### src/rtl/tail_light_seq.sv
// Turn-signal sequencer: progressive left/right sweep over N_LAMPS lamps per side plus hazard flash.
// Optional feature macro: TAIL_BRAKE_EN (brake override of the non-sweeping side).
module tail_light_seq #(
    parameter int N_LAMPS = 3,
    parameter int DIV     = 1
) (
    input  logic               clk,
    input  logic               reset,
    input  logic               left,
    input  logic               right,
    input  logic               hazard,
    input  logic               brake,
    output logic [N_LAMPS-1:0] lamp_l,
    output logic [N_LAMPS-1:0] lamp_r,
    output logic               busy
);

    localparam int CW = (DIV > 1) ? $clog2(DIV) : 1;
    localparam int SW = $clog2(N_LAMPS + 1);
    localparam logic [CW-1:0] CNT_MAX = CW'(DIV - 1);
    localparam logic [SW-1:0] STEP_MAX = SW'(N_LAMPS);

    typedef enum logic [2:0] {
        S_IDLE, S_LEFT, S_RIGHT, S_HAZ_ON, S_HAZ_OFF
    } state_e;

    state_e            state_q, state_d;
    logic [SW-1:0]     step_q, step_d;
    logic [CW-1:0]     cnt_q, cnt_d;
    logic              tick;
    logic              hz;
    logic [N_LAMPS-1:0] lamp_l_q, lamp_l_d, lamp_r_q, lamp_r_d;

    function automatic logic [N_LAMPS-1:0] therm(input logic [SW-1:0] k);
        logic [N_LAMPS-1:0] t;
        for (int i = 0; i < N_LAMPS; i++) t[i] = (i < int'(k));
        return t;
    endfunction

    assign tick  = (cnt_q == CNT_MAX);
    assign cnt_d = tick ? '0 : cnt_q + 1'b1;
    assign hz    = hazard | (left & right);

    always_ff @(posedge clk or negedge reset) begin
        if (!reset) begin
            cnt_q    <= '0;
            state_q  <= S_IDLE;
            step_q   <= '0;
            lamp_l_q <= '0;
            lamp_r_q <= '0;
        end else begin
            cnt_q    <= cnt_d;
            state_q  <= state_d;
            step_q   <= step_d;
            lamp_l_q <= lamp_l_d;
            lamp_r_q <= lamp_r_d;
        end
    end

    // Next state only moves on tick; a started sweep runs to completion unless hazard pre-empts.
    always_comb begin
        state_d = state_q;
        step_d  = step_q;
        if (tick) begin
            case (state_q)
                S_IDLE: begin
                    if (hz) begin
                        state_d = S_HAZ_ON;
                        step_d  = '0;
                    end else if (left) begin
                        state_d = S_LEFT;
                        step_d  = SW'(1);
                    end else if (right) begin
                        state_d = S_RIGHT;
                        step_d  = SW'(1);
                    end
                end
                S_LEFT, S_RIGHT: begin
                    if (hz) begin
                        state_d = S_HAZ_ON;
                        step_d  = '0;
                    end else if (step_q < STEP_MAX) begin
                        step_d  = step_q + SW'(1);
                    end else begin
                        state_d = S_IDLE;
                        step_d  = '0;
                    end
                end
                S_HAZ_ON: state_d = S_HAZ_OFF;
                S_HAZ_OFF: state_d = hz ? S_HAZ_ON : S_IDLE;
                default: begin
                    state_d = S_IDLE;
                    step_d  = '0;
                end
            endcase
        end
    end

    // Lamp registers load the decode of the next state so they track the state register.
    always_comb begin
        lamp_l_d = '0;
        lamp_r_d = '0;
        case (state_d)
            S_LEFT:   lamp_l_d = therm(step_d);
            S_RIGHT:  lamp_r_d = therm(step_d);
            S_HAZ_ON: begin
                lamp_l_d = '1;
                lamp_r_d = '1;
            end
            default: ;
        endcase
    end

    assign busy = (state_q != S_IDLE);

`ifdef TAIL_BRAKE_EN
    logic brake_q;

    always_ff @(posedge clk or negedge reset) begin
        if (!reset) brake_q <= 1'b0;
        else        brake_q <= brake;
    end

    always_comb begin
        lamp_l = lamp_l_q;
        lamp_r = lamp_r_q;
        if (brake_q) begin
            case (state_q)
                S_IDLE: begin
                    lamp_l = '1;
                    lamp_r = '1;
                end
                S_LEFT:  lamp_r = '1;
                S_RIGHT: lamp_l = '1;
                default: ;
            endcase
        end
    end
`else
    logic unused_brake;
    assign unused_brake = brake;
    assign lamp_l = lamp_l_q;
    assign lamp_r = lamp_r_q;
`endif

endmodule

### config.mk
export PLATFORM = sky130hd
export DESIGN_NAME = tail_light_seq
export DESIGN_NICKNAME = d
export VERILOG_FILES = /design/src/rtl/tail_light_seq.sv
export SDC_FILE = /design/constraint.sdc
export NUM_CORES = 1
export LEC_CHECK = 0
export BUFFER_PORTS_ARGS = -buffer_cell sky130_fd_sc_hd__buf_2
export CAP_MARGIN = 25
export CELL_PAD_IN_SITES_DETAIL_PLACEMENT = 1
export CELL_PAD_IN_SITES_GLOBAL_PLACEMENT = 1
export CORE_MARGIN = 2
export CORE_UTILIZATION = 38
export DETAILED_ROUTE_END_ITERATION = 6
export PLACE_DENSITY = 0.75
export SLEW_MARGIN = 10
export SYNTH_ARGS = -nofsm -noshare
export SYNTH_HDL_FRONTEND = slang
export SYNTH_SLANG_ARGS = --single-unit
### constraint.sdc
create_clock -name clk -period 1.9 [get_ports clk]
set_input_delay 0.095 -clock clk [delete_from_list [all_inputs] [get_ports clk]]
set_output_delay 0.095 -clock clk [all_outputs]
set_load 0.02 [all_outputs]
==> results of run 1 <==
[cell usage after synthesis, drive strengths merged, types with 2 or more instances]
master	number	area share, %
a21oi	9	8.4
and2	3	3.7
buf	2	3.9
dfrtp	11	48
inv	2	1.3
nand2	3	1.9
nand2b	3	3.2
nor2	5	3.2
nor3b	2	3.5
o21a	4	5.2
or2	2	2.2
or2b	2	2.6
[critical path, cell delays in order (launching register included)]
cell and delay [ps]:
dfrtp_1 470, or2_1 300, nor4_1 270, a221o_2 220, and2_4 160, o21a_1 120
[cell type report]
| class | count | area share (%) |
|---|---|---|
| clock buffer | 4 | 3.933 |
| inverter | 2 | 1.124 |
| multi-input combinational | 42 | 41.01 |
| sequential | 11 | 41.20 |
| tap | 16 | 2.996 |
| timing repair buffer | 12 | 9.738 |
[registers in the layout, summed over array words and instances, names as in the netlist]
register / flops
lamp_l: 3
step_q: 2
lamp_r: 3
state_q: 3
[power breakdown]
part           leakage, nW  switching [W]  internal [W]
logic                0.164       0.000345      0.000251
clock network       0.0150      0.0000739     0.0000813
registers            0.138      0.0000878      0.000341
total                0.317       0.000507      0.000674
[layer usage]
metal,global-route usage (%),part of all wire (%),vias up
li1,-,-,223
met1,17.76,45,216
met2,23.03,49,9
met3,2.553,3.8,4
met4,9.091,2.5,0
met5,0,0,-
[cells by family (layout without fill, tap and decap cells)]
kind of cell	count (synthesis)	count (layout)	share of synthesized area (%)
XOR/XNOR	1	1	1.512
flip-flops	11	11	47.52
AO/OA/AOI/OAI	16	16	18.58
adder cells (fa/ha/maj)	1	1	2.159
buffers and inverters	4	18	5.182
AND/OR/NAND/NOR	24	24	25.05
[final timing paths]
kind,slack (ps),start,cells after the start,endpoint
worst max register to register,320,state_q[1]$_DFF_PN0_,5,lamp_r[1]$_DFF_PN0_
max in group asynchronous,1490,reset,2,state_q[1]$_DFF_PN0_
worst min register to register,550,state_q[2]$_DFF_PN0_,1,state_q[2]$_DFF_PN0_
min in group clk,480,left,5,step_q[0]$_DFF_PN0_
worst max-delay path,320,state_q[1]$_DFF_PN0_,5,lamp_r[1]$_DFF_PN0_
worst min-delay path,210,reset,2,state_q[0]$_DFF_PN0_
[stage by stage]
step	instances	power, W	instance area (um2)	utilization, %
after floorplan	57	0.0009202	579.3	-
after global placement	82	0.001020	631.9	42.94
after detailed placement	82	0.001040	631.9	42.94
after CTS	87	0.001199	668.1	45.41
after global routing	87	0.001307	668.1	45.41
final	87	0.001181	668.1	45.41
[timing repair]
action / CTS / global route
hold endpoints to repair: 11 / 0
gates resized for setup: 0 / 0
buffers inserted: 0 / 0
hold buffers: 1 / 0
==> impl_metrics.ini, run 1 <==
[status]
status = finished, final reports clean

[final_layout]
multi_input_area_um2 = 274.0
fill_cells = 188
area_growth_pct = 15.33
nets = 79
drive_gt1_share_pct = 29.58
antenna_cells = 0
register_area_um2 = 275.3
final_cell_mix = 11 x buf_2, 11 x dfrtp_1, 8 x a21oi_1

[cts]
htreeDepth = 1
cts.sinks = 11
cts_tree = built
cts.clk_slew.worst_paths_ps = 70
root_buffer = clkbuf_4
clock_latency_ps = 270
cts_buffers = 3
clockBufferDepth = 2

[die]
rows = 14
core_area_mm2 = 0.001471
die_width_um = 43.05
start_util_pct = 39.37
io_pins = 13
die_height_um = 43.05
die_area_mm2 = 0.001853

[setup_path]
cp-start-kind = flip-flop
crit_type = flip-flop to flip-flop
cp.required_ps = 2110
arrival_ps = 1790
cp_max_fo = 9
crit_path_end_kind = flip-flop

[synthesis]
async_flop_share_pct = 100.0
synthFlopType = dfrtp_1
synth_nets = 64
avgSynthCellArea_um2 = 10.16
synth_cells = 57
yosys_warnings = 0
synth_edf_count = 0
yosysSeqAreaShare_pct = 47.52
synth_seq_cells = 11
synth_area_um2 = 579.3
synth.distinct_cells = 26

[global_route]
grt_pass1_vias = 463
grt_overflow_total = 0
grtUsageTotal_pct = 14.39
antenna_found_initial = 0
grt_pass1_wl_mm = 1.952
grt_max_degree = 12

[sta]
tightest_slew_ps = 264.5
rsz0062_at_grt = false
fin_worst_skew_ps = 2.614
setup_violations = 0
fin_ws_ps = 316.1
post-route-period-util_pct = 83.36
tns_ps = 0
fmaxAchievable_mhz = 631.3
hold_viol_final = 0
slew_headroom_pct = 82.20
whs_ps = 214.2
fin_crit_ps = 1584
maxSlewViolCount = 0

[routing]
dr.pass1.iters = 4
via_per_inst = 5.195
ant_nets = 0
drc = 0
route.vias.total = 452
drtIter0Drc = 1
routed_wirelength_mm = 1.065
wl_per_cell_um = 12.24

[placement]
gp_congestion = 0.7285
pre_cts_slack_ps = 330.7
port-buffer-count = 11
dp_hpwl_um = 837.5

[pwr]
irDropWorstVdd_v = 0.0006260
p_per_area_mw_per_mm2 = 1767
p_leak_nw = 0.3174

[hold_path]
hp-class = input pin to async pin

[flow_run]
maxCapViolCount = 0
Power figures use the tool's default switching activity.
==> run 2: changes to the inputs <==
--- a/config.mk
+++ b/config.mk
@@ -5,14 +5,15 @@
 export SDC_FILE = /design/constraint.sdc
 export NUM_CORES = 1
 export LEC_CHECK = 0
+export ABC_AREA = 1
 export BUFFER_PORTS_ARGS = -buffer_cell sky130_fd_sc_hd__buf_2
 export CAP_MARGIN = 25
 export CELL_PAD_IN_SITES_DETAIL_PLACEMENT = 1
 export CELL_PAD_IN_SITES_GLOBAL_PLACEMENT = 1
 export CORE_MARGIN = 2
-export CORE_UTILIZATION = 38
+export CORE_UTILIZATION = 33
 export DETAILED_ROUTE_END_ITERATION = 6
-export PLACE_DENSITY = 0.75
+export PLACE_DENSITY = 0.72
 export SLEW_MARGIN = 10
 export SYNTH_ARGS = -nofsm -noshare
 export SYNTH_HDL_FRONTEND = slang
==> constraint.sdc (replaced) <==
create_clock -name clk -period 1.3 [get_ports clk]
set_input_delay 0.065 -clock clk [delete_from_list [all_inputs] [get_ports clk]]
set_output_delay 0.065 -clock clk [all_outputs]
set_load 0.02 [all_outputs]
==> run 2 against run 1 <==
  * The flow now finishes with violations (setup timing)
  * Global-route usage increased by 1.8 points
  * Worst hold slack got worse by 23 ps
  * Power increased by 120%
  * Clock skew about the same
  * Flip-flop and latch count did not move
  * Via count rose by 36%
  * Worst setup slack lost 390 ps
  * Largest power group unchanged
==> impl_metrics.ini, run 2 <==
[setup_path]
cp_num_cells = 9
cp-start-kind = flip-flop
crit_path_end_kind = flip-flop
path_buf_inv = 1
cp_top_family = simple AND/OR/NAND/NOR gates
slowest_delay_ps = 440
rr_worst_depth = 9
cp_max_fo = 4
cp_cell_sequence = nor2_4, buf_12, nor2_4, nand2_2, nand2_2, nor2_4, nor2_1, nand2_1, nand2_1
crit_type = flip-flop to flip-flop
cp_common_cell = nor2_4
arrival_ps = 1520
cp_slowest_cell = dfrtp_2
cp.required_ps = 1450

[global_route]
grt_pass1_wl_mm = 2.615
antenna_found_initial = 0
grt_pass1_vias = 588
grt_overflow_total = 0
grtUsageTotal_pct = 16.24
grt_max_degree = 12

[sta]
fmaxAchievable_mhz = 729.9
whs_ps = 191.2
rsz0062_at_grt = true
post-route-period-util_pct = 105.4
fin_ws_ps = -70.14
tightest_slew_ps = 233.9
setup_violations = 5
slew_headroom_pct = 84.41
fin_worst_skew_ps = 2.221
fin_crit_ps = 1370
maxSlewViolCount = 0
hold_viol_final = 0

[synthesis]
synthFlopType = dfrtp_1
synth_area_leaders = dfrtp_1 43%, nand2_1 14%, nand3_1 8.5%, nand2_2 6.8%, inv_1 5.2%
synth_top_area_share_pct = 42.72
yosysSeqAreaShare_pct = 42.72
synth_edf_count = 0
yosysTopAreaCell = dfrtp_1
synth_area_um2 = 644.4
yosys_warnings = 0
post-synth-top-count-cell = nand2_1
synth_cells = 84
avgSynthCellArea_um2 = 7.671
async_flop_share_pct = 100.0
synth_commonest_cells = 24 x nand2_1, 11 x dfrtp_1, 11 x nand3_1
synth.distinct_cells = 15
synth_nets = 91
synth_seq_cells = 11

[routing]
drtIter0Drc = 1
ant_nets = 0
routed_wirelength_mm = 1.681
route.vias.total = 616
drc = 0
via_per_inst = 4.597
dr.pass1.iters = 2
wl_per_cell_um = 12.54

[placement]
place_inst = 127
pre_cts_slack_ps = -51.98
dp_hpwl_mm = 1.270
port-buffer-count = 11
place_area_um2 = 783.3
gp_congestion = 0.7736

[final_layout]
antenna_cells = 0
drive_gt1_share_pct = 57.80
area_growth_pct = 47.38
fin_cells = 134
design_area_um2 = 949.7
layout_commonest_cell = nand2_1
nets = 117
final_cell_mix = 16 x nand2_1, 12 x nand2_2, 11 x buf_2

[die]
core_area_mm2 = 0.001783
die_height_um = 48.19
die_area_mm2 = 0.002322
rows = 15
io_pins = 13
start_util_pct = 36.14
die_width_um = 48.19

[cts]
root_buffer = clkbuf_4
cts.clk_slew.worst_paths_ps = 60
cts.sinks = 11
clock_latency_ps = 260
cts_buffers = 3
htreeDepth = 1
cts_tree = built
clockBufferDepth = 2

[flow_run]
maxCapViolCount = 0

[pwr]
p_leak_nw = 0.5054
power.total_w = 0.002599
p_per_area_mw_per_mm2 = 2736
irDropWorstVdd_v = 0.001239

[status]
violations = setup timing
status = complete, but fails checks

[hold_path]
hp-class = input pin to async pin
-- run 2: changes by cell type in the layout (fill, tap and decap cells not counted), sizes merged, moves of 7 or more --
cell and delta:
a21oi -7, buf +9, inv +9, nand2 +28, nand3 +13, nor2 +7
-- run 2: power by group --
group | internal, W | total [W] | switching [W]
clock | 0.000118 | 0.000219 | 0.000101
combinational | 0.000699 | 0.00176 | 0.00106
sequential | 0.000511 | 0.000624 | 0.000113
total | 0.00133 | 0.00260 | 0.00127
-- run 2: per-stage QoR --
step                setup TNS, ps  utilization [%]
detailed placement         -102.6            43.93
global route               -575.0            53.26
floorplan                       0                -
global placement           -68.19            43.93
finish                     -176.4            53.26
CTS                        -81.79            46.67
-- run 2: path summary, 6_finish.rpt --
kind,startpoint,endpoint,slack (ps)
setup reg to reg,state_q[0]$_DFF_PN0_,lamp_r[0]$_DFF_PN0_,-70
max in group asynchronous,reset,state_q[0]$_DFF_PN0_,900
setup / recovery,state_q[0]$_DFF_PN0_,lamp_r[0]$_DFF_PN0_,-70
hold reg to reg,state_q[2]$_DFF_PN0_,state_q[2]$_DFF_PN0_,610
hold / removal,reset,lamp_r[0]$_DFF_PN0_,190
min in group clk,left,step_q[1]$_DFF_PN0_,240
-- run 2: timing repair --
action	in CTS	in global routing
endpoints found under the hold margin	11	0
hold buffers	1	0
cloned	0	0
resized for setup	3	27
pin swaps	1	13
setup endpoints to repair	5	6
buffers inserted	0	2
-- run 2: layout make-up --
class                   instances  area [um2]
clock buffers                   4       26.28
fillers                       227       833.3
inverters                      11       43.79
multi-input cells              62       425.4
flip-flops and latches         11       277.8
well taps                      25       31.28
repair buffers                 21       145.1
-- run 2: cell families (layout without fill, tap and decap cells) --
group,after synthesis,after routing,share of synthesized area [%]
AO/OA/AOI/OAI,4,4,4.854
buffers and inverters,11,36,6.796
flip-flops,11,11,42.72
adder cells (fa/ha/maj),1,1,1.941
AND/OR/NAND/NOR,57,57,43.69
-- run 2: metal layers --
layer	part of all wire (%)	GRT usage (%)
met5	0	0
met2	53	26.05
met1	45	23.25
met4	0	1.622
met3	2.1	3.333
==> run 3: changes to the inputs <==
--- a/config.mk
+++ b/config.mk
@@ -11,9 +11,10 @@
 export CELL_PAD_IN_SITES_DETAIL_PLACEMENT = 1
 export CELL_PAD_IN_SITES_GLOBAL_PLACEMENT = 1
 export CORE_MARGIN = 2
-export CORE_UTILIZATION = 33
+export CORE_UTILIZATION = 36
+export CTS_BUF_LIST = sky130_fd_sc_hd__clkbuf_8
 export DETAILED_ROUTE_END_ITERATION = 6
-export PLACE_DENSITY = 0.72
+export PLACE_DENSITY = 0.77
 export SLEW_MARGIN = 10
 export SYNTH_ARGS = -nofsm -noshare
 export SYNTH_HDL_FRONTEND = slang
==> run 3 against run 2 <==
  * The flow still finishes with violations (setup timing)
  * First-iteration DRC count increased to 6.0 times the previous value
  * Combinational power decreased by 17%
  * Global-route usage increased by 0.99 points
  * Sequential share of layout area increased by 3.0 points
  * Power decreased by 7.2%
  * Core utilization decreased by 2.9 points
  * Worst setup slack improved by 31 ps
  * Sequential power about the same
  * Register-to-register slack improved by 30 ps
  * Non-clock buffer count decreased by 2
==> impl_metrics.ini, run 3 (synthesis results as in run 2) <==
[status]
status = complete, but fails checks
violations = setup timing

[setup_path]
cp-start-kind = flip-flop
cp_max_fo = 6
cp.required_ps = 1420
crit_type = flip-flop to flip-flop
r2r-end = lamp_r[0]$_DFF_PN0_
rr_worst_depth = 8
crit_path_end_kind = flip-flop
reg2reg_slack_ps = -40
worstReg2RegStart = state_q[0]$_DFF_PN0_
arrival_ps = 1460

[sta]
setup_violations = 2
fin_ws_ps = -39.06
maxSlewViolCount = 0
fin_crit_ps = 1339
post-route-period-util_pct = 103.0
rsz0062_at_grt = true
fin_worst_skew_ps = 0.8420
tightest_slew_ps = 243.9
hold_viol_final = 0
whs_ps = 226.8
slew_headroom_pct = 83.74
fmaxAchievable_mhz = 746.8

[routing]
routed_wirelength_mm = 1.507
drc = 0
route.vias.total = 614
wl_per_cell_um = 11.42
via_per_inst = 4.652
drtIter0Drc = 6
dr.pass1.iters = 3
ant_nets = 0

[cts]
cts_tree = built
clockBufferDepth = 2
htreeDepth = 1
clock_latency_ps = 230
cts.sinks = 11
root_buffer = clkbuf_8
cts_buffers = 3
cts.clk_slew.worst_paths_ps = 50

[pwr]
p_leak_nw = 0.4892
p_per_area_mw_per_mm2 = 2801
power.total_w = 0.002411
cell_internal_pwr_w = 0.001278
p_clk_share_pct = 13.7
swShare_pct = 46.99
combPwrFrac_pct = 60.4
switchingPower_w = 0.001133
irDropWorstVdd_v = 0.001214
sequentialPowerShare_pct = 25.9

[global_route]
grt_pass1_vias = 560
grt_max_degree = 12
antenna_found_initial = 0
grtUsageTotal_pct = 17.23
grt_pass1_wl_mm = 2.490
grt_overflow_total = 0

[die]
die_area_mm2 = 0.002144
core_area_mm2 = 0.001708
start_util_pct = 37.73
rows = 15
io_pins = 13
die_width_um = 46.31
die_height_um = 46.31

[final_layout]
drive_gt1_share_pct = 42.99
antenna_cells = 0
area_growth_pct = 33.59
final_cell_mix = 22 x nand2_1, 11 x nand3_1, 11 x buf_2
multi_input_area_um2 = 345.3
register_area_um2 = 277.8
layout_commonest_cell = nand2_1
fill_cells = 217
nets = 115

[hold_path]
hp-class = input pin to async pin

[placement]
dp_hpwl_mm = 1.219
gp_congestion = 0.8393
port-buffer-count = 11
pre_cts_slack_ps = -79.80

[flow_run]
maxCapViolCount = 0
run 3: cell types whose count changed in the layout (fill, tap and decap cells not counted), moves of 2 or more:
| cell | change |
|---|---|
| nor2_1 | +2 |
| nand3_1 | +5 |
| nand2_4 | -2 |
| nand3_2 | -4 |
| nand2_2 | -4 |
| clkbuf_8 | +3 |
| nand2_1 | +6 |
| clkbuf_4 | -3 |
| inv_1 | +2 |
run 3: power by group through the flow:
stage                     Sequential [W]  Clock [W]  Combinational (W)
after detailed placement        0.000603          0            0.00129
after CTS                       0.000616   0.000338            0.00134
after global placement          0.000596          0            0.00126
after global routing            0.000642   0.000360            0.00165
after floorplan                 0.000690          0           0.000831
final                           0.000625   0.000329            0.00146
run 3: how the worst max path moves through the flow:
stage                                     from             endpoint  slack [ps]
after CTS                  step_q[0]$_DFF_PN0_  lamp_r[0]$_DFF_PN0_         -80
after floorplan           state_q[1]$_DFF_PN0_  lamp_r[0]$_DFF_PN0_          50
after global routing      state_q[1]$_DFF_PN0_  lamp_r[0]$_DFF_PN0_        -140
final                     state_q[0]$_DFF_PN0_  lamp_r[0]$_DFF_PN0_         -40
after detailed placement  state_q[1]$_DFF_PN0_  lamp_r[0]$_DFF_PN0_         -80
after global placement    state_q[1]$_DFF_PN0_  lamp_r[0]$_DFF_PN0_         -40
run 3: critical path, stage by stage (launching register included):
cell and delay (ps):
dfrtp_2 440, nor2_4 170, nand2_2 100, inv_2 90, nand2_2 80, nand3_4 150
nor2_1 70, nand2_1 70, nand2_1 60
run 3: layer usage:
metal | routed length (um) | vias up | part of all wire [%] | track usage [%]
met5 | 0 | - | 0 | 0
met3 | 45 | 0 | 3.0 | 6.275
li1 | - | 310 | - | -
met2 | 820 | 7 | 54 | 28.89
met4 | 0 | 0 | 0 | 3.429
met1 | 641 | 297 | 43 | 21.10
run 3: final cells by class:
| type | instances | share of cell area (%) |
|---|---|---|
| Timing Repair Buffer | 19 | 13.66 |
| Inverter | 11 | 5.087 |
| Multi-Input combinational cell | 62 | 40.12 |
| Clock buffer | 3 | 4.797 |
| Sequential cell | 11 | 32.27 |
| Clock inverter | 1 | 0.4360 |
| Tap cell | 25 | 3.634 |
run 3: metrics by stage:
| stage | utilization [%] | setup TNS, ps | area (um2) | cells |
|---|---|---|---|---|
| 2_1_floorplan | - | 0 | 644.4 | 84 |
| 3_3_place_gp | 44.10 | -54.44 | 753.2 | 123 |
| 3_5_place_dp | 44.10 | -177.7 | 753.2 | 123 |
| 4_1_cts | 47.99 | -83.39 | 819.5 | 128 |
| 5_1_grt | 50.40 | -582.1 | 860.8 | 132 |
| 6_report | 50.40 | -44.89 | 860.8 | 132 |
run 3: timing repair:
item	CTS	global route
buffers inserted	0	4
resized for setup	4	6
endpoints found under the hold margin	11	0
endpoints found under the setup margin	6	6
pin swaps	1	7
hold buffers	1	0
